--- src/rtl/image_stream_source.sv ---
// Test-pattern frame generator driving an AXI4-Stream video port.
// tuser marks the last pixel of each line; tlast marks the last pixel of the frame.
module image_stream_source #(
  parameter int AXIS_DATA_WIDTH        = 8,
  parameter int IMAGE_WIDTH_SIZE       = 512,
  parameter int IMAGE_WIDTH_LOG2_SIZE  = 9,
  parameter int IMAGE_HEIGHT_SIZE      = 512,
  parameter int IMAGE_HEIGHT_LOG2_SIZE = 9
) (
  input  logic                       clk,
  input  logic                       rst_n,
  input  logic                       start,
  input  logic                       stop,
  input  logic [1:0]                 pattern_sel,
  input  logic [AXIS_DATA_WIDTH-1:0] const_value,
  input  logic [7:0]                 num_frames,
  output logic                       busy,
  output logic                       done,
  output logic                       m_axis_tvalid,
  output logic [AXIS_DATA_WIDTH-1:0] m_axis_tdata,
  input  logic                       m_axis_tready,
  output logic                       m_axis_tuser,
  output logic                       m_axis_tlast
);

  // state  | meaning
  // IDLE   | waiting for start; stream quiet
  // STREAM | presenting pixels, tvalid held high
  // FINISH | one-cycle done pulse, then IDLE
  typedef enum logic [1:0] {S_IDLE = 2'd0, S_STREAM = 2'd1, S_FINISH = 2'd2} state_t;

  localparam logic [IMAGE_WIDTH_LOG2_SIZE-1:0]  X_MAX = IMAGE_WIDTH_LOG2_SIZE'(IMAGE_WIDTH_SIZE - 1);
  localparam logic [IMAGE_HEIGHT_LOG2_SIZE-1:0] Y_MAX = IMAGE_HEIGHT_LOG2_SIZE'(IMAGE_HEIGHT_SIZE - 1);
  localparam logic [IMAGE_WIDTH_LOG2_SIZE-1:0]  X_ONE = IMAGE_WIDTH_LOG2_SIZE'(1);
  localparam logic [IMAGE_HEIGHT_LOG2_SIZE-1:0] Y_ONE = IMAGE_HEIGHT_LOG2_SIZE'(1);

  state_t state_q, state_d;

  logic [IMAGE_WIDTH_LOG2_SIZE-1:0]  x_q, x_nxt;
  logic [IMAGE_HEIGHT_LOG2_SIZE-1:0] y_q, y_nxt;
  logic [7:0]                        fc_q;
  logic [7:0]                        nf_q;
  logic [1:0]                        pat_q;
  logic [AXIS_DATA_WIDTH-1:0]        cv_q;
  logic                              stop_pend_q;
  logic [AXIS_DATA_WIDTH-1:0]        tdata_q;
  logic                              tuser_q;
  logic                              tlast_q;

  logic hs;
  logic frame_end;
  logic frames_met;
  logic end_run;

  function automatic logic [AXIS_DATA_WIDTH-1:0] pixel(
    input logic [1:0]                 sel,
    input logic [AXIS_DATA_WIDTH-1:0] cv,
    input logic [31:0]                px,
    input logic [31:0]                py
  );
    logic [AXIS_DATA_WIDTH-1:0] v;
    case (sel)
      2'd0:    v = AXIS_DATA_WIDTH'(px);
      2'd1:    v = AXIS_DATA_WIDTH'(py);
      2'd2:    v = (px[3] ^ py[3]) ? '1 : '0;
      default: v = cv;
    endcase
    return v;
  endfunction

  always_comb begin
    x_nxt = x_q;
    y_nxt = y_q;
    if (x_q == X_MAX) begin
      x_nxt = '0;
      y_nxt = (y_q == Y_MAX) ? '0 : y_q + Y_ONE;
    end else begin
      x_nxt = x_q + X_ONE;
    end
  end

  assign hs         = (state_q == S_STREAM) && m_axis_tready;
  assign frame_end  = (x_q == X_MAX) && (y_q == Y_MAX);
  assign frames_met = (nf_q != 8'd0) && ((fc_q + 8'd1) == nf_q);
  // a stop arriving on the tlast beat itself still ends the run at this frame
  assign end_run    = hs && frame_end && (frames_met || stop_pend_q || stop);

  always_ff @(posedge clk or negedge rst_n) begin
    if (!rst_n) state_q <= S_IDLE;
    else        state_q <= state_d;
  end

  always_comb begin
    state_d = state_q;
    case (state_q)
      S_IDLE:   if (start) state_d = S_STREAM;
      S_STREAM: if (end_run) state_d = S_FINISH;
      S_FINISH: state_d = S_IDLE;
      default:  state_d = S_IDLE;
    endcase
  end

  always_comb begin
    m_axis_tvalid = (state_q == S_STREAM);
    busy          = (state_q == S_STREAM);
    done          = (state_q == S_FINISH);
    m_axis_tdata  = tdata_q;
    m_axis_tuser  = tuser_q;
    m_axis_tlast  = tlast_q;
  end

  always_ff @(posedge clk or negedge rst_n) begin
    if (!rst_n) begin
      x_q         <= '0;
      y_q         <= '0;
      fc_q        <= '0;
      nf_q        <= '0;
      pat_q       <= '0;
      cv_q        <= '0;
      stop_pend_q <= 1'b0;
      tdata_q     <= '0;
      tuser_q     <= 1'b0;
      tlast_q     <= 1'b0;
    end else if (state_q == S_IDLE) begin
      stop_pend_q <= start & stop;
      if (start) begin
        pat_q   <= pattern_sel;
        cv_q    <= const_value;
        nf_q    <= num_frames;
        x_q     <= '0;
        y_q     <= '0;
        fc_q    <= '0;
        tdata_q <= pixel(pattern_sel, const_value, 32'd0, 32'd0);
        tuser_q <= (X_MAX == '0);
        tlast_q <= (X_MAX == '0) && (Y_MAX == '0);
      end
    end else if (state_q == S_STREAM) begin
      if (stop) stop_pend_q <= 1'b1;
      if (hs) begin
        x_q     <= x_nxt;
        y_q     <= y_nxt;
        tdata_q <= pixel(pat_q, cv_q, 32'(x_nxt), 32'(y_nxt));
        tuser_q <= (x_nxt == X_MAX);
        tlast_q <= (x_nxt == X_MAX) && (y_nxt == Y_MAX);
        if (frame_end) fc_q <= fc_q + 8'd1;
      end
    end
  end

endmodule

--- config.mk ---
export PLATFORM = sky130hd
export DESIGN_NAME = image_stream_source
export DESIGN_NICKNAME = d
export VERILOG_FILES = /design/src/rtl/image_stream_source.sv
export SDC_FILE = /design/constraint.sdc
export NUM_CORES = 1
export LEC_CHECK = 0
export CORE_MARGIN = 8
export CORE_UTILIZATION = 57
export CTS_BUF_LIST = sky130_fd_sc_hd__clkbuf_4 sky130_fd_sc_hd__clkbuf_8 sky130_fd_sc_hd__clkbuf_16
export DETAILED_ROUTE_END_ITERATION = 16
export PLACE_DENSITY = 0.88
export SLEW_MARGIN = 20
export SYNTH_ARGS = -nofsm -noshare
export SYNTH_HDL_FRONTEND = slang
export SYNTH_SLANG_ARGS = --single-unit
export TNS_END_PERCENT = 1
--- constraint.sdc ---
create_clock -name clk -period 3.1 [get_ports clk]
set_input_delay 0.775 -clock clk [delete_from_list [all_inputs] [get_ports clk]]
set_output_delay 0.775 -clock clk [all_outputs]
set_load 0.01 [all_outputs]
==> results of run 1 <==
==> sequential cells by signal, summed over array words and instances (netlist names) <==
| register | cells |
|---|---|
| pat_q | 2 |
| fc_q | 8 |
| x_q | 9 |
| m_axis_tlast | 1 |
| cv_q | 8 |
| state_q | 2 |
| y_q | 9 |
| m_axis_tdata | 8 |
| m_axis_tuser | 1 |
| nf_q | 8 |
| stop_pend_q | 1 |
==> layer usage <==
| layer | track usage | wire length [um] | up-vias | part of all wire |
|---|---|---|---|---|
| met5 | 0 | 0 | - | 0 |
| met4 | 0.103 | 212 | 0 | 0.024 |
| met3 | 0.0440 | 702 | 24 | 0.081 |
| met2 | 0.324 | 4030 | 160 | 0.46 |
| met1 | 0.284 | 3770 | 1430 | 0.43 |
| li1 | - | - | 1360 | - |
==> tightest hold or removal path, cell delays in order (launching register included) <==
cell	delay, ps
dfrtp_1	350
nand2_1	50
nand2_1	60
==> per-stage QoR <==
step	setup WS, ps	instances	power [W]
2_1_floorplan	811	351	0.00146
3_3_place_gp	455	448	0.00171
3_5_place_dp	335	448	0.00174
4_1_cts	340	464	0.00261
5_1_grt	78.5	464	0.00272
6_report	302	464	0.00261
==> worst max-delay path by stage <==
stage / start / end / depth (start not counted)
floorplan: x_q[0]$_DFFE_PN0P_ / m_axis_tdata[1]$_DFFE_PN0P_ / 10
global placement: start / m_axis_tdata[5]$_DFFE_PN0P_ / 6
detailed placement: x_q[0]$_DFFE_PN0P_ / m_axis_tdata[1]$_DFFE_PN0P_ / 11
CTS: x_q[0]$_DFFE_PN0P_ / m_axis_tdata[0]$_DFFE_PN0P_ / 11
global route: x_q[0]$_DFFE_PN0P_ / m_axis_tdata[0]$_DFFE_PN0P_ / 11
finish: x_q[0]$_DFFE_PN0P_ / m_axis_tdata[0]$_DFFE_PN0P_ / 11
==> cell usage after synthesis, types with 4 or more instances <==
| cell type | n |
|---|---|
| a21oi_1 | 13 |
| a31oi_1 | 5 |
| and3_1 | 5 |
| buf_2 | 5 |
| clkbuf_1 | 9 |
| dfrtp_1 | 57 |
| ha_1 | 6 |
| inv_1 | 6 |
| mux2_1 | 10 |
| mux2_2 | 9 |
| mux2i_1 | 6 |
| nand2_1 | 36 |
| nand2b_1 | 4 |
| nand3_1 | 19 |
| nand3b_1 | 4 |
| nand4_1 | 9 |
| nor2_1 | 29 |
| nor2b_1 | 4 |
| o21ai_0 | 15 |
| o21ai_1 | 16 |
| o22ai_1 | 7 |
| o31ai_1 | 6 |
| or2_1 | 4 |
| xnor2_1 | 12 |
==> layout make-up <==
cell class / count / area (um2) / area share
well taps: 72 / 90.1 / 0.0226
flip-flops and latches: 57 / 1430 / 0.358
multi-input cells: 272 / 1790 / 0.451
clock buffers: 10 / 138 / 0.0346
clock inverters: 6 / 105 / 0.0264
repair buffers: 41 / 403 / 0.101
inverters: 6 / 22.5 / 0.00566
==> power by group through the flow <==
stage / combinational (W) / clock [W] / sequential [W]
floorplan: 0.000442 / 0 / 0.00102
global route: 0.000744 / 0.000901 / 0.00108
global placement: 0.000654 / 0 / 0.00105
detailed placement: 0.000676 / 0 / 0.00106
finish: 0.000687 / 0.000863 / 0.00106
CTS: 0.000684 / 0.000869 / 0.00105
==> logic make-up (layout without fill, tap and decap cells) <==
logic type                 Yosys count  in the layout  share of synthesized area
and+or+nand+nor                    139            139                      0.220
AOI/OAI and AO/OA                   85             85                      0.167
DFF                                 57             57                      0.431
muxes                               26             26                     0.0869
buffers and inverters               22             63                     0.0279
xor gates and xnor gates            16             16                     0.0446
adders and majority gates            6              6                     0.0227
==> metrics.cfg, run 1 <==
[worst_setup_path]
slowest_stage = ha_1
path_common_cell = ha_1
path_class = reg -> reg
path_cells = ha_1 -> nand3_1 -> nor2_1 -> ha_1 -> buf_4 -> nor2b_1 -> mux2i_2 -> xnor2_2 -> nand3_2 -> nand2_1 -> o22ai_1
cp.buffers_inverters = 1
critPathTopFamily = adder cells
crit_required_ps = 3320
reg2reg_to = m_axis_tdata[0]$_DFFE_PN0P_
crit_path_start_kind = flip-flop
r2r_cells = 11
cp-end-kind = flip-flop
timing.rr.start = x_q[0]$_DFFE_PN0P_
crit_fanout = 15
rrSetupSlack_ps = 300
critical-path-max-stage-delay_ps = 470
cp.arrival_ps = 3020

[yosys]
synth_nets = 380
synthDistinctLibCells = 63
ys_ff_latch = 57
synth_warnings = 0
synthCells = 351
synth_edf_count = 0
synth_area_leader_cell = dfrtp_1
avgSynthCellArea_um2 = 9.44
synth_top_area_frac = 0.431
synthesis.area_mm2 = 0.00331
ys_seq_area_frac = 0.431
yosys_most_used_dff = dfrtp_1
async_flop_share = 1.00
yosys-top-cells-area = dfrtp_1, nand2_1, mux2_1, nor2_1, xnor2_1

[die]
dieArea_mm2 = 0.00851
die_w_um = 92.2
rows = 27
ios = 36
initial_utilization = 0.594
fp.dieH_um = 92.2
placeableCoreArea_mm2 = 0.00557

[timing]
worst_pin_slew_ps = 732
finalCritPeriodShare = 0.903
skew_ps = 6.89
hold_viol = 0
finalSetupTns_ps = 0
fmax_mhz = 357
slew_headroom = 0.512
grt_setup_unrepaired = false
fin_hold_ws_ps = 491
period_needed_ps = 2800
drv_slew = 0
finalSetupViolations = 0

[route]
drt-total-wl_mm = 8.72
dr.first_iter.drc_count = 390
drc = 0
viasPerCell = 6.41
dr.pass1.iters = 9
final_antenna_net_count = 0
vias = 2974
wl_per_cell_um = 18.8

[run_status]
status = finished, final reports clean

[clock_network]
clk_pin_slew_ps = 70
holdBufCountCts = 0
cts_root_buf = clkbuf_8
clk_path_buf_depth = 2
cts_inserted_buffers = 9
cts-resized-gates = 0
cts_setup_buffers = 0
htree_levels = 3
clkLatencyLatePin_ps = 350
cts_sinks = 57
cts_tree = yes

[pwr]
p_leak_nw = 1.64
p_int_w = 0.00179
p_seq_frac = 0.406
combPwrFrac = 0.263
cellPowerDensity_mw_per_mm2 = 656
ir_drop_v = 0.000510
swShare = 0.313
p_clk_frac = 0.331
switchingPower_w = 0.000816

[cells_and_area]
antenna_cells = 0
syn2layout_area_growth_pct = 20.1
layout.cells.most_common = dfrtp_1
utilization = 0.714
mostFrequentLayoutCells = dfrtp_1, nand2_1, clkdlybuf4s50_1
fin_area_mm2 = 0.00398
final_layout_size_suffix_gt1_frac = 0.120
nFillCells = 415
nets = 416

[min_path]
min-delay-start = m_axis_tlast$_DFFE_PN0P_
hold_class = reg -> reg
holdPathEnd = m_axis_tlast$_DFFE_PN0P_
worstHoldPathCells = 2

[place]
io_buffers = 35
place_hpwl_mm = 6.14
postPlaceCellArea_mm2 = 0.00374
gp_congestion = 0.901

[run]
maxCapViolCount = 0

[global_routing]
grt_overflow = 0
grt_antenna_before_repair = 0
grt_max_degree = 58
grt_pass1_wl_mm = 14.6
grt_pass1_vias = 2895
grt_usage = 0.213

(Power assumes the default switching activity.)
==> run 2, diff against run 1 <==
Settings changed: CORE_UTILIZATION 57 to 60, PLACE_DENSITY 0.88 to 0.83, SKIP_CTS_REPAIR_TIMING set to 1.
Clock period 3.1 ns to 3.5 ns, I/O delays scaled along.
==> run 2 against run 1 <==
Compared with the run above:
- count of clock-buffer cells in the layout increased by 1
- die area decreased by 4.1%
- register-to-register slack improved by 20 ps
==> metrics.cfg, run 2 (synthesis gave the netlist of run 1 again) <==
[global_routing]
grt_pass1_wl_mm = 14.7  ; was 14.6 mm
grt_max_degree = 34  ; was 58
grt_usage = 0.223  ; was 0.213
grt_pass1_vias = 2926  ; was 2895
grt_overflow = 0  ; unchanged
grt_antenna_before_repair = 0  ; unchanged

[clock_network]
clkLatencyLatePin_ps = 350  ; about the same
cts_sinks = 57  ; unchanged
cts_inserted_buffers = 9  ; unchanged
htree_levels = 3  ; unchanged
cts_tree = yes  ; unchanged
cts_root_buf = clkbuf_8  ; unchanged
clk_path_buf_depth = 2  ; unchanged
clk_pin_slew_ps = 80  ; was 70 ps

[min_path]
hold_class = reg -> reg  ; unchanged

[worst_setup_path]
critical-path-max-stage-delay_ps = 740  ; was 470 ps
slowest_stage = ha_1  ; unchanged
path_class = reg -> reg  ; unchanged
cp-end-kind = flip-flop  ; unchanged
crit_required_ps = 3720  ; was 3320 ps
rrSetupSlack_ps = 320  ; was 300 ps
path_cells = ha_1 -> nand3_1 -> nor2_1 -> ha_1 -> or3b_1 -> a2bb2oi_2 -> xnor2_2 -> nand3_2 -> a221oi_2 -> nor2_1  ; was ha_1 -> nand3_1 -> nor2_1 -> ha_1 -> buf_4 -> nor2b_1 -> mux2i_2 -> xnor2_2 -> nand3_2 -> nand2_1 -> o22ai_1
crit_fanout = 26  ; was 15
cp.arrival_ps = 3400  ; was 3020 ps
crit_path_start_kind = flip-flop  ; unchanged

[cells_and_area]
reg_top3 = x_q: 9 flops, y_q: 9 flops  ; unchanged
antenna_cells = 0  ; unchanged
mostFrequentLayoutCells = dfrtp_1, nand2_1, clkdlybuf4s50_1  ; unchanged
nFillCells = 407  ; was 415
final_layout_size_suffix_gt1_frac = 0.120  ; unchanged
fin_cells = 464  ; unchanged
layout.cells.most_common = dfrtp_1  ; unchanged
utilization = 0.730  ; was 0.714
syn2layout_area_growth_pct = 19.1  ; was 20.1%
nets = 416  ; unchanged

[timing]
worst_pin_slew_ps = 885  ; was 732 ps
finalCritPeriodShare = 0.909  ; was 0.903
period_needed_ps = 3180  ; was 2800 ps
finalSetupTns_ps = 0  ; unchanged
grt_setup_unrepaired = false  ; unchanged
hold_viol = 0  ; unchanged
fmax_mhz = 314  ; was 357 MHz
skew_ps = 12.1  ; was 6.89 ps
drv_slew = 0  ; unchanged
slew_headroom = 0.410  ; was 0.512
finalSetupViolations = 0  ; unchanged

[die]
placeableCoreArea_mm2 = 0.00541  ; was 0.00557 mm2
initial_utilization = 0.613  ; was 0.594
fp.dieH_um = 90.3  ; was 92.2 um
rows = 27  ; unchanged
dieArea_mm2 = 0.00816  ; was 0.00851 mm2
die_w_um = 90.3  ; was 92.2 um
ios = 36  ; unchanged

[run_status]
status = finished, final reports clean  ; unchanged

[route]
drt-total-wl_mm = 8.84  ; was 8.72 mm
drc = 0  ; unchanged
wl_per_cell_um = 19.0  ; was 18.8 um
viasPerCell = 6.45  ; was 6.41
vias = 2994  ; was 2974
dr.pass1.iters = 5  ; was 9
final_antenna_net_count = 0  ; unchanged
dr.first_iter.drc_count = 322  ; was 390

[pwr]
power_w = 0.00225  ; was 0.00261 W
ir_drop_v = 0.000438  ; was 0.000510 V
cellPowerDensity_mw_per_mm2 = 570  ; was 656 mW/mm2
p_leak_nw = 1.62  ; was 1.64 nW

[place]
gp_congestion = 0.990  ; was 0.901
io_buffers = 35  ; unchanged
place_hpwl_mm = 6.18  ; was 6.14 mm
dp.cells = 448  ; unchanged

[run]
maxCapViolCount = 0  ; unchanged

run 2: layout make-up:
class,count,area (um2),area share
inverter,6,22.5,0.00571
tap,72,90.1,0.0228
sequential,57,1430,0.361
clock buffer,11,145,0.0368
clock inverter,5,78.8,0.0200
timing repair buffer,41,390,0.0989
multi-input combinational,272,1790,0.455
run 2: stage by stage:
step / area [um2] / setup slack (ps) / hold WS (ps)
floorplan: 3310 / 1210 / 445
finish: 3950 / 320 / 499
global placement: 3720 / 601 / 480
CTS: 3950 / 396 / 501
global route: 3950 / 141 / 518
detailed placement: 3720 / 478 / 484
run 2: critical path, delay by kind of cell, from the launching register on:
| family | cells | cell delay, ps |
|---|---|---|
| fa+ha+maj | 2 | 1000 |
| xor+xnor | 1 | 250 |
| simple gates | 5 | 880 |
| flops | 1 | 430 |
| compound gates | 2 | 490 |
run 2: worst paths after layout:
check	startpoint	endpoint	cells after the start
min in group asynchronous	rst_n	x_q[5]$_DFFE_PN0P_	1
setup / recovery	x_q[0]$_DFFE_PN0P_	m_axis_tdata[1]$_DFFE_PN0P_	10
setup reg to reg	x_q[0]$_DFFE_PN0P_	m_axis_tdata[1]$_DFFE_PN0P_	10
hold / removal	m_axis_tdata[7]$_DFFE_PN0P_	m_axis_tdata[7]$_DFFE_PN0P_	2
max in group asynchronous	rst_n	fc_q[6]$_DFFE_PN0P_	2
hold reg to reg	m_axis_tdata[7]$_DFFE_PN0P_	m_axis_tdata[7]$_DFFE_PN0P_	2
run 2: layer usage:
metal / up-vias / share of wire / GRT usage / routed length [um]
li1: 1368 / - / - / -
met1: 1445 / 0.40 / 0.274 / 3530
met2: 154 / 0.50 / 0.371 / 4390
met3: 27 / 0.078 / 0.0424 / 686
met4: 0 / 0.026 / 0.103 / 230
met5: - / 0 / 0 / 0
run 2: power by group:
group | internal, W | leakage, nW | switching (W)
Clock | 0.000427 | 0.117 | 0.000280
Combinational | 0.000308 | 0.779 | 0.000307
Sequential | 0.000792 | 0.728 | 0.000138
